`src/rtl/cstuff_consumer.sv`:
```
// cstuff_consumer: buffers cStuff beats in a small FIFO, drains them once a
// start notification has been seen, and serves occupancy-threshold / flush
// commands over a req/ack handshake.
//
// Ports:
//   clk              sole clock, rising edge
//   rst_n            synchronous reset, active HIGH despite the name
//   cStuffIf_vld     upstream beat valid
//   cStuffIf_data    upstream beat payload (5 bits)
//   cStuffIf_rdy     block accepts beat (!full, 0 during reset/flush)
//   aStuffIf_req     command request, held until ack
//   aStuffIf_data    command: [3] flush, [2:0] occupancy threshold
//   aStuffIf_ack     one-cycle command completion pulse
//   aStuffIf_rdata   response: captured count >= threshold (valid with ack)
//   startDone_notify start notification
//   startDone_ack    one-cycle acknowledge, cycle after notify rises
//   out_vld          drain-side beat valid (started & !empty)
//   out_data         FIFO head, 0 when out_vld is low
//   out_rdy          drain-side consumer ready
//   count            current FIFO occupancy
module cstuff_consumer #(
    parameter int unsigned DEPTH     = 4,
    parameter int unsigned ACK_DELAY = 2
) (
    input  logic                       clk,
    input  logic                       rst_n,
    input  logic                       cStuffIf_vld,
    input  logic [4:0]                 cStuffIf_data,
    output logic                       cStuffIf_rdy,
    input  logic                       aStuffIf_req,
    input  logic [3:0]                 aStuffIf_data,
    output logic                       aStuffIf_ack,
    output logic                       aStuffIf_rdata,
    input  logic                       startDone_notify,
    output logic                       startDone_ack,
    output logic                       out_vld,
    output logic [4:0]                 out_data,
    input  logic                       out_rdy,
    output logic [$clog2(DEPTH):0]     count
);

    localparam int unsigned AW = $clog2(DEPTH);
    localparam int unsigned CW = AW + 1;

    typedef enum logic [1:0] {
        CMD_IDLE,
        CMD_WAIT,
        CMD_ACK,
        CMD_HOLD
    } cmdState_t;

    logic [4:0]    mem [DEPTH];
    logic [AW-1:0] wrPtr;
    logic [AW-1:0] rdPtr;
    logic [CW-1:0] countQ;
    logic          full;
    logic          empty;
    logic          push;
    logic          pop;
    logic          flushNow;

    logic          started;
    logic          notifyQ;
    logic          sdAck;

    cmdState_t     state;
    cmdState_t     stateNext;
    logic [3:0]    dly;
    logic [3:0]    dlyNext;
    logic [3:0]    capData;
    logic [CW-1:0] capCount;

    assign full     = (countQ == CW'(DEPTH));
    assign empty    = (countQ == '0);
    assign flushNow = (state == CMD_ACK) && capData[3];

    // rdy is gated by the reset input so it reads 0 while reset is held and
    // returns to 1 in the very first cycle after release.
    assign cStuffIf_rdy = !rst_n && !full && !flushNow;
    assign out_vld      = started && !empty && !flushNow;
    assign out_data     = out_vld ? mem[rdPtr] : '0;
    assign count        = countQ;

    assign push = cStuffIf_vld && cStuffIf_rdy;
    assign pop  = out_vld && out_rdy;

    // Storage is not reset; push is already 0 during reset and flush.
    always_ff @(posedge clk) begin
        if (push) begin
            mem[wrPtr] <= cStuffIf_data;
        end
    end

    always_ff @(posedge clk) begin
        if (rst_n) begin
            wrPtr  <= '0;
            rdPtr  <= '0;
            countQ <= '0;
        end else if (flushNow) begin
            wrPtr  <= '0;
            rdPtr  <= '0;
            countQ <= '0;
        end else begin
            if (push) begin
                wrPtr <= wrPtr + AW'(1);
            end
            if (pop) begin
                rdPtr <= rdPtr + AW'(1);
            end
            case ({push, pop})
                2'b10:   countQ <= countQ + CW'(1);
                2'b01:   countQ <= countQ - CW'(1);
                default: countQ <= countQ;
            endcase
        end
    end

    always_ff @(posedge clk) begin
        if (rst_n) begin
            started <= 1'b0;
            notifyQ <= 1'b0;
            sdAck   <= 1'b0;
        end else begin
            notifyQ <= startDone_notify;
            sdAck   <= startDone_notify && !notifyQ;
            if (startDone_notify) begin
                started <= 1'b1;
            end
        end
    end

    assign startDone_ack = sdAck;

    always_ff @(posedge clk) begin
        if (rst_n) begin
            state    <= CMD_IDLE;
            dly      <= '0;
            capData  <= '0;
            capCount <= '0;
        end else begin
            state <= stateNext;
            dly   <= dlyNext;
            if (state == CMD_IDLE && aStuffIf_req) begin
                capData  <= aStuffIf_data;
                capCount <= countQ;
            end
        end
    end

    always_comb begin
        stateNext = state;
        dlyNext   = dly;
        case (state)
            CMD_IDLE: begin
                if (aStuffIf_req) begin
                    stateNext = CMD_WAIT;
                    dlyNext   = 4'(ACK_DELAY - 1);
                end
            end
            CMD_WAIT: begin
                if (dly == '0) begin
                    stateNext = CMD_ACK;
                end else begin
                    dlyNext = dly - 4'd1;
                end
            end
            CMD_ACK: begin
                stateNext = CMD_HOLD;
            end
            CMD_HOLD: begin
                if (!aStuffIf_req) begin
                    stateNext = CMD_IDLE;
                end
            end
            default: stateNext = CMD_IDLE;
        endcase
    end

    assign aStuffIf_ack   = (state == CMD_ACK);
    assign aStuffIf_rdata = (state == CMD_ACK) &&
                            (5'(capCount) >= 5'(capData[2:0]));

endmodule

```
`config.mk`:
```
export PLATFORM = sky130hd
export DESIGN_NAME = cstuff_consumer
export DESIGN_NICKNAME = d
export VERILOG_FILES = /design/src/rtl/cstuff_consumer.sv
export SDC_FILE = /design/constraint.sdc
export NUM_CORES = 1
export LEC_CHECK = 0
export ABC_AREA = 1
export CAP_MARGIN = 15
export CORE_UTILIZATION = 30
export DETAILED_ROUTE_END_ITERATION = 8
export GPL_TIMING_DRIVEN = 0
export PLACE_DENSITY = 0.51
export SYNTH_ARGS = -nofsm -noshare
export SYNTH_HDL_FRONTEND = slang
export SYNTH_SLANG_ARGS = --single-unit
```
`constraint.sdc`:
```
create_clock -name clk -period 2.4 [get_ports clk]
set_input_delay 0.48 -clock clk [delete_from_list [all_inputs] [get_ports clk]]
set_output_delay 0.48 -clock clk [all_outputs]
set_load 0.01 [all_outputs]
```
# Yosys cells after proc, flatten, opt, wreduce, memory -nomap -nowiden
# Memories as Yosys holds them, arrays and structs flattened. A register that Yosys moved wholly into a read port is not among the register bits.
# Cells that the tools add are included.
# Widths: inputs -> output; s select.
dict set report totals {
  reg_bits 23
  ramBits 20
  out_inout_bits 13
  elab_cells 63
  memories 1
}
# memory depth width read_ports rd_clocked_by_memory_dff wr line_no
set mem_list {}
lappend mem_list {mem 4 5 1 1 1 52} ;# logic [4:0] mem [DEPTH];
dict set report classes {
  add_sub_neg 5
  n_lt_le_gt_ge 1
  eq_ne 10
  n_mux 13
  n_reduce_logical 23
}
# operator count
set ops {}
lappend ops {{$logic_and 1x1->1} 10}
lappend ops {{$mux 2} 5}
lappend ops {{$mux 4} 2}
lappend ops {{$ne 2x2->1 const B} 4}
lappend ops {{$pmux 2 s4} 1}
lappend ops {{$pmux 4 s2} 1}
lappend ops {{$eq 2x2->1 const B} 3}
lappend ops {{$pmux 3 s2} 1}
lappend ops {{$reduce_and 3->1} 2}
lappend ops {{$logic_not 1->1} 5}
lappend ops {{$mux 5} 1}
lappend ops {{$add 2x1->2 const B} 2}
lappend ops {{$eq 2x1->1 const B} 2}
lappend ops {{$logic_not 4->1} 1}
lappend ops {{$reduce_bool 2->1} 2}
lappend ops {{$sub 4x1->4 const B} 1}
lappend ops {{$add 3x1->3 const B} 1}
lappend ops {{$eq 3x3->1 const B} 1}
lappend ops {{$ge 3x3->1} 1}
lappend ops {{$logic_not 3->1} 1}
lappend ops {{$sub 3x1->3 const B} 1}
lappend ops {{$logic_not 2->1} 1}
lappend ops {{$mux 1} 2}
lappend ops {{$reduce_or 2->1} 1}

# Depth between registers and ports, before layout
dict set report logic_depth {
  depth_word 7
  mapped_depth 14
  depth_no_buf 14
}

# Worst setup path after synthesis
# Ideal clock, no wire load.
dict set report synth_path {
  path_kind {reg2reg}
  start {reg state[0]}
  end {reg countQ[2] (netlist: count[2])}
  setup_time_ns 0.070
  arrival_time_ns 2.001
  required_ns 2.330
  setup_slack_ns 0.329
  path_stages_with_launch 14
  synth_period_minus_slack_ns 2.071
  path_cell_list {dfxtp_1 > inv_1 > ha_1 > nand2_2 > nand2_4 > inv_4 > nand3_4 > ha_1 > fa_1 > nor2_1 > nor2_1 > nand2_1 > o21ai_0 > a21oi_1}
}
dict set report synth_via {
  elab_chain_cells 7
  word_cells_on_any_way 12
  cone_classes {eq/ne (3); mux (1); reduce/logical (8)}
}
# element line_no
set synth_rtl {}
lappend synth_rtl {{from (decl)} 66} ;# cmdState_t state;
lappend synth_rtl {{from (signal assigned)} 141} ;# state <= stateNext;
lappend synth_rtl {{$eq 2x2->1 (*)} n/a}
lappend synth_rtl {{via aStuffIf_ack} 32} ;# output logic aStuffIf_ack,
lappend synth_rtl {{$logic_and 1x1->1 (*)} 75} ;# assign flushNow = (state == CMD_ACK) && capData[3];
lappend synth_rtl {{$logic_not 1->1} {79, 80}}
lappend synth_rtl {{$logic_and 1x1->1, on equally long branches} {80, 79}}
lappend synth_rtl {{$logic_and 1x1->1, on equally long branches} {85, 84}}
lappend synth_rtl {{$eq 2x1->1 / $eq 2x2->1 (equally long branches)} 110} ;# case ({push, pop})
lappend synth_rtl {{$pmux 3 s2 / $reduce_bool 2->1 (equally long branches)} n/a}
lappend synth_rtl {{to (signal assigned)} 111} ;# 2'b10: countQ <= countQ + CW'(1);
lappend synth_rtl {{to (signal assigned)} 112} ;# 2'b01: countQ <= countQ - CW'(1);
lappend synth_rtl {{to (signal assigned)} 113} ;# default: countQ <= countQ;
lappend synth_rtl {{to (decl)} 55} ;# logic [CW-1:0] countQ;
# Mark *: on every way through the listed nets, which the timed path passes. The rest lies on a longest branch.
# A chain may end at the register's enable or synchronous reset.

# Final worst setup path
dict set report layout_path {
  start {in rst_n}
  end {reg countQ[2] (netlist: count[2])}
}
dict set report layout_via {
  elab_chain_cells 6
  word_cells_on_any_way 9
  cone_classes {eq/ne (2); mux (1); reduce/logical (6)}
}
# element line_no
set layout_rtl {}
lappend layout_rtl {{from (decl)} 26} ;# input logic rst_n,
lappend layout_rtl {{$logic_not 1->1} 79} ;# assign cStuffIf_rdy = !rst_n && !full && !flushNow;
lappend layout_rtl {{$logic_and 1x1->1 (2 in a row)} 79}
lappend layout_rtl {{$logic_and 1x1->1} 84} ;# assign push = cStuffIf_vld && cStuffIf_rdy;
lappend layout_rtl {{$eq 2x1->1 / $eq 2x2->1 (equally long branches)} 110}
lappend layout_rtl {{$pmux 3 s2 / $reduce_bool 2->1 (equally long branches)} n/a}
# Parallel ways exist; a longest one is shown, timed or not.

==> impl_results.md <==
* Top-count cell post-synth: nor2_1
* Hold_buf cts at 0
* Core area at 6790 sq um
* Clk slew on worst S/H paths at 90 ps
* Leakage at 1.17 nW
* Max-cap violations at 0
* Worst Path Arrival at 2460 ps
* R2r endpoint: count[2]
* Slew @ Worst Pin at 547 ps
* Post-Syn Area per Cell at 8.83 sq um
* Pwr Density at 863 nW/um^2
* DRT Pass-1 Iters at 4
* Final cycle utilization of the critical path at 92.7%
* Clock Tree Buf Depth at 2
* Die Area at 7410 sq um
* Root buffer cell: clkbuf_8
* Synthesis-stage register bit count at 45
* Initial antenna violation count at 0
* Clk sinks at 45
* N_diodes at 0
* Worst Hold Class: flip-flop to flip-flop
* Status: completed
* Max Clock Freq at 449 MHz
* Synth Instances at 240
* Routability congestion estimate at 0.711
* Top post-synthesis cells by area: edfxtp_1 (28%), dfxtp_1 (24%), ha_1 (8.3%)
* WL/cell at 10.5 um
* Hold endpoint: startDone_ack
* Slew Limit Headroom at 63.4%
* Syn Nets at 270
* Residual DRC at 0
* Clock skew at 9.29 ps
* Vias in the first global route at 1,490
* Die height at 86.1 um
* Peak VDD IR at 381 uV
* H-Tree Depth at 2
* Prevailing post-synth register cell: dfxtp_1
* Area Overhead vs Synth at 26.0%
* Grt ovf at 0
* Hold path cells at 1
* HP Start: notifyQ
* Most instantiated cells after synthesis: nor2_1 (43), inv_1 (34), nand2_1 (31), dfxtp_1 (25), edfxtp_1 (20)
* Syn Std Cell Area at 2120 sq um
* Ports at 28
* Synth area leader: edfxtp_1
* R2R cell count at 13
* WS Path Type: primary input to flip-flop
* Fraction of layout cells with a size suffix above 1 at 9.82%
* Max Transition Viols Final at 0
* Worst r2r src: state[0]
* Async set-or-reset flop fraction in the synthesized netlist at 0%
* DRT iter0 DRCs at 78
* Part of the Yosys area used for sequential elements at 51.9%
* Fin crit period at 2230 ps
* Cell variety after synth at 25
* First-pass GRT wire length at 6.78 mm
* Setup crit end kind: flip-flop
* Routed vias/inst at 4.14
* Clk_lat worst skew at 300 ps
* Gr usage total at 11.9%
* Final setup fails at 0
* Detail Route Antenna Nets at 0
* CP Max Fanout at 9
* Final Core Density at 39.3%
* Number of enable flip-flop cells after synthesis at 20
* Ys Warns at 0
* HPWL after DPL at 2.87 mm
* Initial core utilization at 31.2%
* Crit path required time at 2640 ps
* Final hold violation count at 0
* Hold Slack at 398 ps
* Die W at 86.1 um
* Vias at 1,535
* Final nets at 304
* Largest net degree at the start of global routing at 16
* Synth top area share at 28.3%
* Setup Buffers After CTS at 0
* Final WL at 3.88 mm
* RSZ-0062 raised after global routing: no
* IO buf count at 27
* Setup crit start kind: primary input
* R2r setup slk at 220 ps
* Total CTS buffers at 5
* # fillers at 684
* CTS tree: built
* Rows at 30
-- state kept, by name (all words and copies together) (netlist names), named ones only --
name / count
capCount: 3
capData: 4
startDone_ack: 1
started: 1
notifyQ: 1
rdPtr: 2
mem: 20
state: 2
dly: 4
count: 3
wrPtr: 2
-- through the flow --
step | worst slack [ps] | area (sq um) | instances | setup TNS [ps] | total power, mW
2_1_floorplan | 329 | 2120 | 240 | 0 | 1.45
3_5_place_dp | -109 | 2510 | 363 | -155 | 1.63
5_1_grt | 15.8 | 2670 | 371 | 0 | 2.49
6_report | 175 | 2670 | 371 | 0 | 2.30
3_3_place_gp | -129 | 2510 | 363 | -203 | 1.63
4_1_cts | 12.0 | 2670 | 371 | 0 | 2.34
-- cell usage in the layout (no fill, tap or decap), drive strengths merged --
cell type / instances
edfxtp: 20
a31oi: 1
nand3: 12
ha: 14
dlymetal6s2s: 2
nor3: 1
bufinv: 2
buf: 1
o21ai: 21
inv: 41
clkdlybuf4s50: 19
clkbuf: 6
dfxtp: 25
or2: 1
nand4: 3
nand2: 35
dlygate4sd2: 6
a21oi: 20
fa: 1
nor2: 44
-- how the worst max path moves through the flow --
| stage | start | end | slack (ps) | cells past startpoint |
|---|---|---|---|---|
| after CTS | state[0] | out_vld | 10 | 6 |
| after detailed placement | rst_n | count[2] | -110 | 12 |
| after global routing | rst_n | count[2] | 20 | 12 |
| after floorplan | state[0] | count[2] | 330 | 13 |
| after global placement | rst_n | count[2] | -130 | 12 |
| final | rst_n | count[2] | 170 | 12 |
-- worst max-delay path, stage by stage --
cell	delay, ps
clkdlybuf4s50_1	470
inv_2	140
nand2_4	90
inv_4	90
nand3_4	110
ha_1	270
fa_1	390
nor2_1	110
nor2_1	40
nand2_1	70
o21ai_0	70
a21oi_1	110
-- what timing repair did --
| item | CTS | global route |
|---|---|---|
| gates cloned | 0 | 0 |
| endpoints found under the setup margin | 7 | 2 |
| gates resized for setup | 10 | 2 |
-- area by class of cell --
cell class	instances	area (sq um)	share of cell area [%]
tap	96	120	4.50
buffer	2	18.8	0.703
inverter	40	153	5.72
timing repair buffer	27	268	10.0
sequential	45	1100	41.2
multi-input combinational	153	872	32.7
clock inverter	3	68.8	2.58
clock buffer	5	68.8	2.58
-- layer usage --
metal | GRT usage, % | share of wire (%) | vias up
met3 | 3.37 | 3.9 | 5
met5 | 0 | 0 | -
met1 | 15.8 | 50 | 666
met2 | 18.8 | 45 | 22
li1 | - | - | 842
met4 | 4.09 | 1.6 | 0
-- where the power goes --
part	switching [mW]	internal (mW)	leakage, nW
clock	0.263	0.419	0.0687
combinational	0.390	0.280	0.715
sequential	0.0556	0.895	0.387
-- logic make-up after synthesis --
| logic type | after synthesis | synth area share (%) |
|---|---|---|
| AND/OR/NAND/NOR | 96 | 20.6 |
| flip-flops | 45 | 51.9 |
| adder cells (fa/ha/maj) | 15 | 9.21 |
| AO/OA/AOI/OAI | 42 | 10.2 |
| buffers and inverters | 42 | 8.09 |
No activity file was read; power rests on OpenSTA's default activity.
